==> src/rtl/state_ctrl_pkg.sv <==
// ----------------------------------------------------------------------------
// state_ctrl_pkg : shared encodings and helpers for the state advance controller
// Rev 1.0
// ----------------------------------------------------------------------------
`default_nettype none

package state_ctrl_pkg;

    localparam int STATE_W = 3;

    localparam logic [1:0] FSM_IDLE  = 2'd0;
    localparam logic [1:0] FSM_RUN   = 2'd1;
    localparam logic [1:0] FSM_PAUSE = 2'd2;

    localparam logic [STATE_W-1:0] DEFAULT_LAST_STATE = 3'd7;

    // Out-of-range values are folded onto the last state so they wrap to 0.
    function automatic logic [STATE_W-1:0] advance_state(
        input logic [STATE_W-1:0] cur,
        input logic [STATE_W-1:0] last
    );
        return (cur >= last) ? '0 : cur + 1'b1;
    endfunction

endpackage

`default_nettype wire

==> src/rtl/dwell_counter.sv <==
// ----------------------------------------------------------------------------
// dwell_counter : dwell-time counter with latched length and terminal compare
// Rev 1.0
// ----------------------------------------------------------------------------
`default_nettype none

module dwell_counter #(
    parameter int W = 8
) (
    input  logic         clk,
    input  logic         reset,
    input  logic         load,
    input  logic [W-1:0] load_val,
    input  logic         enable,
    input  logic         clear,
    output logic         at_len
);

    logic [W-1:0] cnt;
    logic [W-1:0] len_q;

    always_ff @(posedge clk) begin
        if (reset) begin
            cnt   <= '0;
            len_q <= '0;
        end else if (load) begin
            cnt   <= '0;
            len_q <= load_val;
        end else if (clear) begin
            cnt   <= '0;
        end else if (enable) begin
            cnt   <= cnt + 1'b1;
        end
    end

    assign at_len = (cnt == len_q);

endmodule

`default_nettype wire

==> src/rtl/state_advance_ctrl.sv <==
// ----------------------------------------------------------------------------
// state_advance_ctrl : drives d of an unreset 3-bit state register, stepping it
// through 0..LAST_STATE with a programmable dwell.  Rev 1.0
// ----------------------------------------------------------------------------
`default_nettype none

module state_advance_ctrl
    import state_ctrl_pkg::*;
#(
    parameter int                 DWELL_W    = 8,
    parameter logic [STATE_W-1:0] LAST_STATE = DEFAULT_LAST_STATE
) (
    input  logic               clk,
    input  logic               reset,
    input  logic               start,
    input  logic               hold,
    input  logic               repeat_en,
    input  logic [DWELL_W-1:0] dwell_len,
    input  logic [STATE_W-1:0] q,
    output logic [STATE_W-1:0] d,
    output logic               busy,
    output logic               step,
    output logic               done
);

    logic [1:0] fsm;
    logic [1:0] fsm_nxt;
    logic       at_len;
    logic       advance;
    logic       wrap;

    assign advance = (fsm == FSM_RUN) && !hold && at_len;
    assign wrap    = (q >= LAST_STATE);

    dwell_counter #(
        .W (DWELL_W)
    ) u_dwell (
        .clk      (clk),
        .reset    (reset),
        .load     ((fsm == FSM_IDLE) && start),
        .load_val (dwell_len),
        .enable   ((fsm == FSM_RUN) && !hold && !at_len),
        .clear    (advance),
        .at_len   (at_len)
    );

    always_ff @(posedge clk) begin
        if (reset) begin
            fsm <= FSM_IDLE;
        end else begin
            fsm <= fsm_nxt;
        end
    end

    always_comb begin
        fsm_nxt = fsm;
        case (fsm)
            FSM_IDLE:  if (start) fsm_nxt = FSM_RUN;
            FSM_RUN: begin
                if (hold) begin
                    fsm_nxt = FSM_PAUSE;
                end else if (advance && wrap && !repeat_en) begin
                    fsm_nxt = FSM_IDLE;
                end
            end
            FSM_PAUSE: if (!hold) fsm_nxt = FSM_RUN;
            default:   fsm_nxt = FSM_IDLE;
        endcase
    end

    // Reset overrides d so the unreset state register captures 0 on the same edge.
    always_comb begin
        d    = q;
        busy = 1'b0;
        step = 1'b0;
        done = 1'b0;
        if (reset) begin
            d = '0;
        end else begin
            case (fsm)
                FSM_RUN: begin
                    busy = 1'b1;
                    if (advance) begin
                        step = 1'b1;
                        done = wrap;
                        d    = advance_state(q, LAST_STATE);
                    end
                end
                FSM_PAUSE: busy = 1'b1;
                default:   busy = 1'b0;
            endcase
        end
    end

endmodule

`default_nettype wire
==> config.mk <==
export PLATFORM = sky130hd
export DESIGN_NAME = state_advance_ctrl
export DESIGN_NICKNAME = d
export VERILOG_FILES = /design/src/rtl/state_ctrl_pkg.sv /design/src/rtl/dwell_counter.sv /design/src/rtl/state_advance_ctrl.sv
export SDC_FILE = /design/constraint.sdc
export NUM_CORES = 1
export LEC_CHECK = 0
export ABC_CLOCK_PERIOD_IN_PS = 2000
export BUFFER_PORTS_ARGS = -buffer_cell sky130_fd_sc_hd__buf_4
export CAP_MARGIN = 20
export CORE_MARGIN = 5
export CORE_UTILIZATION = 27
export DETAILED_ROUTE_END_ITERATION = 10
export PLACE_DENSITY_LB_ADDON = 0.1
export RECOVER_POWER = 25
export SLEW_MARGIN = 10
export SYNTH_ARGS = -nofsm -noshare
export SYNTH_HDL_FRONTEND = slang
export SYNTH_SLANG_ARGS = --single-unit
==> constraint.sdc <==
create_clock -name clk -period 2 [get_ports clk]
set_input_delay 0.1 -clock clk [delete_from_list [all_inputs] [get_ports clk]]
set_output_delay 0.1 -clock clk [all_outputs]
set_load 0.01 [all_outputs]
==> Word level (Yosys, flattened, before mapping) <==
Index checks and enable logic that the tools add are counted.
{ "totals": {"reg_bits": 18, "in_bits": 16, "output_inout_bits": 6, "wordCells": 42} }
{ "classes": {"add_sub_neg": 2, "order_cmp": 1, "n_eq_ne": 6, "n_mux": 17, "reduce_logical": 13} }
{ "op_table": {"columns": ["operator", "n"], "rows": [
  ["$mux W3", 4],
  ["$add A8 B1 Y8 const B", 1],
  ["$eq A8 B8 Y1", 1],
  ["$mux W1", 8],
  ["$mux W2", 4],
  ["$logic_and A1 B1 Y1", 6],
  ["$pmux W2 S3", 1],
  ["$ne A2 B2 Y1 const B", 2],
  ["$add A3 B1 Y3 const B", 1],
  ["$ge A3 B3 Y1 const B", 1],
  ["$logic_not A1 Y1", 3],
  ["$ne A3 B2 Y1 const B", 1],
  ["$reduce_and A3 Y1", 1],
  ["$reduce_or A3 Y1", 1],
  ["$eq A2 B1 Y1 const B", 1],
  ["$eq A2 B2 Y1 const B", 1],
  ["$logic_not A2 Y1", 1],
  ["$reduce_or A2 Y1", 1]
]} }

==> Depth between registers and ports, before layout <==
{ "depth": {"ltp_word": 8, "ltp_mapped": 7, "depth_no_buf": 7} }

==> Hierarchy <==
Synthesis repeated with hierarchy kept, for this count alone.
{ "unflattened": {"cells_unflattened": 118, "hier_area_um2": 1054.8} }
{ "by_module_without_submodules": {"columns": ["module", "n_inst", "cells_per_inst", "area_per_inst_um2", "seq_area_each_um2"], "rows": [
  ["dwell_counter", 1, 76, 715.7, 320.3],
  ["state_advance_ctrl", 1, 42, 339.1, 40.0]
]} }

==> Worst setup path before layout <==
Ideal clock, no wire load.
{ "synth_timing": {"path_kind": "register to output", "startpoint": "register fsm[1]", "endpoint": "output port d[2]", "t_arrival_ns": 1.535, "t_required_ns": 1.900, "path_slack_ns": 0.365, "stages_incl_launch_ff": 7, "n_path_buf": 0, "cell_sequence": "dfxtp_1 > inv_1 > ha_1 > nor2b_1 > nand3_2 > or2_2 > a21oi_1"} }
{ "synth_via": {"elab_chain_cells": 6} }
{ "synth_rtl": {"columns": ["element", "line_no", "text"], "rows": [
  ["start: declaration", "state_advance_ctrl.sv:26", "logic [1:0] fsm;"],
  ["start signal: assignment", "state_advance_ctrl.sv:51", "fsm <= fsm_nxt;"],
  ["$eq A2 B1 Y1 *", "state_advance_ctrl.sv:32, state_advance_ctrl.sv:80", null],
  ["$logic_and A1 B1 Y1 (2 in a row)", "state_advance_ctrl.sv:32", "assign advance = (fsm == FSM_RUN) && !hold && at_len;"],
  ["$mux W3", "state_advance_ctrl.sv:83", "if (advance) begin"],
  ["$mux W3 *", "state_advance_ctrl.sv:80", "case (fsm)"],
  ["$mux W3 *", "state_advance_ctrl.sv:77", "if (reset) begin"],
  ["end: declaration", "state_advance_ctrl.sv:20", "output logic [STATE_W-1:0] d,"]
]} }
Mark *: on every way between the ends. The rest lies on a longest branch, timed or not.

==> Final worst setup path <==
{ "layout_timing": {"startpoint": "register u_dwell.cnt[5]", "endpoint": "output port d[0]"} }
{ "layout_via": {"elab_chain_cells": 5} }
{ "layout_rtl": {"columns": ["element", "line_no", "text"], "rows": [
  ["start: declaration", "dwell_counter.sv:19", "logic [W-1:0] cnt;"],
  ["start signal: assignment", "dwell_counter.sv:32", "cnt <= cnt + 1'b1;"],
  ["$eq A8 B8 Y1", "dwell_counter.sv:36", "assign at_len = (cnt == len_q);"],
  ["$logic_and A1 B1 Y1", "state_advance_ctrl.sv:32", null],
  ["$mux W3", "state_advance_ctrl.sv:83", null],
  ["$mux W3", "state_advance_ctrl.sv:80", null],
  ["$mux W3", "state_advance_ctrl.sv:77", null]
]} }
Every way passes these cells.

==> metrics.md <==
| Metric | Value |
|---|---|
| Run status | complete, no violations |
| Critical Path RT | 1900 ps |
| Internal Power | 0.000751 W |
| CTS buffer count | 3 |
| Global-route wire length before repair | 4380 um |
| Dominant cell type by area after synthesis | dfxtp_1 |
| Layout cells sized above 1 | 0.364 |
| Seq pwr share | 0.382 |
| Yosys cell types | 31 |
| GP Congestion | 0.811 |
| Vias per cell | 4.87 |
| Fin area | 1430 sq um |
| Synth top area cells | dfxtp_1 (34%), ha_1 (8.4%), xnor2_1 (7.5%), a21oi_1 (6.2%), nand3_1 (4.8%) |
| N_diodes | 0 |
| Hpwl dp | 1990 um |
| Most frequent cells in the layout | buf_4 (26), nand2_1 (13), a21oi_1 (12) |
| Logic pwr share | 0.352 |
| Synth Area per Inst | 8.45 sq um |
| Antenna Nets Post-Route | 0 |
| CTS tree | yes |
| CP max FO | 7 |
| Initial antenna violation count | 0 |
| Post-synthesis mux area share | 0.0191 |
| Synth Area in XOR/XNOR | 0.117 |
| Insertion delay to the later sink of the worst-skew pair | 250 ps |
| EDFF count, synth | 0 |
| Die Area | 5220 sq um |
| Routed wire length per instance | 12.8 um |
| Die width | 72.3 um |
| GRT Residual Overflow | 0 |
| Arr. time, crit path | 1820 ps |
| Fin Setup TNS | 0 ps |
| # H-tree levels | 1 |
| Remaining DRCs | 0 |
| RSZ-0062 raised after global routing | no |
| Clk pin slew, worst setup/hold paths | 70 ps |
| Setup ws final | 84.9 ps |
| # IOs | 22 |
| Clk buf depth | 2 |
| Pleak | 0.555 nW |
| FF+latch count, synth | 18 |
| Ys async rst share | 0 |
| Simple-Gate Fraction of Synth Area | 0.270 |
| Critical path, cell by cell | xnor2_2, and4_4, nand3_4, or3_4, a21oi_2, buf_4 |
| Final Max Tran Viols | 0 |
| Row count | 22 |
| Final Setup Violations | 0 |
| Most frequently used flop master after synthesis | dfxtp_1 |
| Core outline area | 3720 sq um |
| Crit-path leading delay family | simple AND/OR/NAND/NOR gates |
| Pwr/cell area | 782 nW/um^2 |
| Final #Nets | 175 |
| Yosys warns | 0 |
| Worst setup path class | register to primary output |
| # fillers | 383 |
| Synth Area in Compound Gates | 0.145 |
| Die Y | 72.3 um |
| VDD IR max | 319 uV |
| Clock Power Share | 0.266 |
| Sw Share | 0.327 |
| Max_cap viols | 0 |
| Tmin final | 1920 ps |
| Fin Clk Skew | 2.20 ps |
| Slowest CP cell | dfxtp_2 |
| Min-delay worst type | primary input to register |
| Syn Inst Count | 124 |
| Final hold slack | 103 ps |
| Max Fclk | 522 MHz |
| Initial drt markers | 44 |
| Clock sinks | 18 |
| Post-Syn Nets | 147 |
| Hold_buf cts | 0 |
| Sw Pwr | 0.000365 W |
| Hold Fails Final Rpt | 0 |
| Port bufs | 21 |
| Tot GR Track Use | 0.106 |
| Register area share after synthesis | 0.344 |
| Rel. slew slack | 0.764 |
| Cell Area, Synth | 1050 sq um |
| Vias in the first global route | 954 |
| Post-synth top area share | 0.344 |
| Final wirelength | 2540 um |
| Startpoint types | register |
| CP endpoint kind | primary output |
| Pre-CTS setup slack | 76.2 ps |
| Slew @ Worst Pin | 353 ps |
| CP max stage delay | 350 ps |
| Root Driver | clkbuf_8 |
| Initial cell density of the core | 0.282 |
| Most common cell after layout, fill and taps aside | buf_4 |
| Main combinational cell family by area after synthesis | simple AND/OR/NAND/NOR gates |
| Post-route clock period utilization | 0.958 |
| CP Buf/Inv Count | 1 |
| Synth Area in Adders | 0.0836 |
| Synth-to-layout area growth | 36.3% |
| Pin count of the biggest net entering global routing | 18 |
| Vias post-DR | 970 |
| TritonRoute pass-1 iters | 4 |
| Placed cell area | 1280 sq um |
[cells in the mapped netlist, types with 3 or more instances]
master / n
xor2_1: 5
a21oi_1: 13
dfxtp_1: 18
ha_1: 7
clkbuf_1: 4
xnor2_1: 9
nand2_1: 13
nand3_1: 10
nor2_1: 10
o211ai_1: 3
o21ai_0: 6
[registers in the layout, summed over array words and instances, names as in the netlist]
name and cells:
u_dwell.cnt 8, u_dwell.len_q 8, fsm 2
[power groups by stage]
stage / clock (W) / combinational, W / sequential, W
after CTS: 0.000309 / 0.000381 / 0.000418
after detailed placement: 0 / 0.000365 / 0.000426
after global routing: 0.000325 / 0.000434 / 0.000430
after floorplan: 0 / 0.000246 / 0.000419
final: 0.000297 / 0.000393 / 0.000427
after global placement: 0 / 0.000363 / 0.000424
[worst min-delay path, delay by kind of cell]
kind | cells | cell delay, ps
buffers and inverters | 1 | 110
and+or+nand+nor | 1 | 50
AOI/OAI and AO/OA | 1 | 50
[cells by family after synthesis]
logic type	count (synthesis)
simple gates	52
buf+inv	6
xor+xnor	14
flops	18
compound gates	25
mux	2
fa+ha+maj	7
[through the flow]
stage	util	power, W	std cells
final	0.384	0.00112	199
after global routing	0.384	0.00119	199
after CTS	0.364	0.00111	197
after detailed placement	0.344	0.000791	193
after global placement	0.344	0.000786	193
after floorplan	-	0.000665	124
[cell type report]
| class | count | area (sq um) | area share |
|---|---|---|---|
| Clock buffer | 4 | 55.1 | 0.0386 |
| Sequential cell | 18 | 370 | 0.259 |
| Tap cell | 48 | 60.1 | 0.0421 |
| Timing Repair Buffer | 27 | 199 | 0.139 |
| Multi-Input combinational cell | 100 | 736 | 0.515 |
| Inverter | 2 | 7.51 | 0.00526 |
[path summary, 6_finish.rpt]
check | start | end | slack (ps) | depth (start not counted)
setup / recovery | u_dwell.cnt[5]$_SDFFE_PP0P_ | d[0] | 80 | 6
hold / removal | dwell_len[0] | u_dwell.len_q[0]$_SDFFE_PP0P_ | 100 | 3
setup reg to reg | u_dwell.cnt[5]$_SDFFE_PP0P_ | fsm[0]$_SDFFE_PP0P_ | 370 | 5
hold reg to reg | u_dwell.len_q[7]$_SDFFE_PP0P_ | u_dwell.len_q[7]$_SDFFE_PP0P_ | 470 | 2
[layer usage]
layer	GRT usage	vias up	routed length, um
li1	-	495	-
met1	0.140	452	1220
met2	0.170	21	1210
met3	0.0208	2	71
met4	0.0376	0	34
met5	0	-	0
[timing repair]
| item | 4_1_cts | 5_1_grt |
|---|---|---|
| buffers inserted | 0 | 2 |
| resized for setup | 4 | 17 |
| pin swaps | 0 | 3 |
| endpoints found under the setup margin | 2 | 2 |
| hold endpoints to repair | 0 | 0 |
No activity file was read; power rests on OpenSTA's default activity.
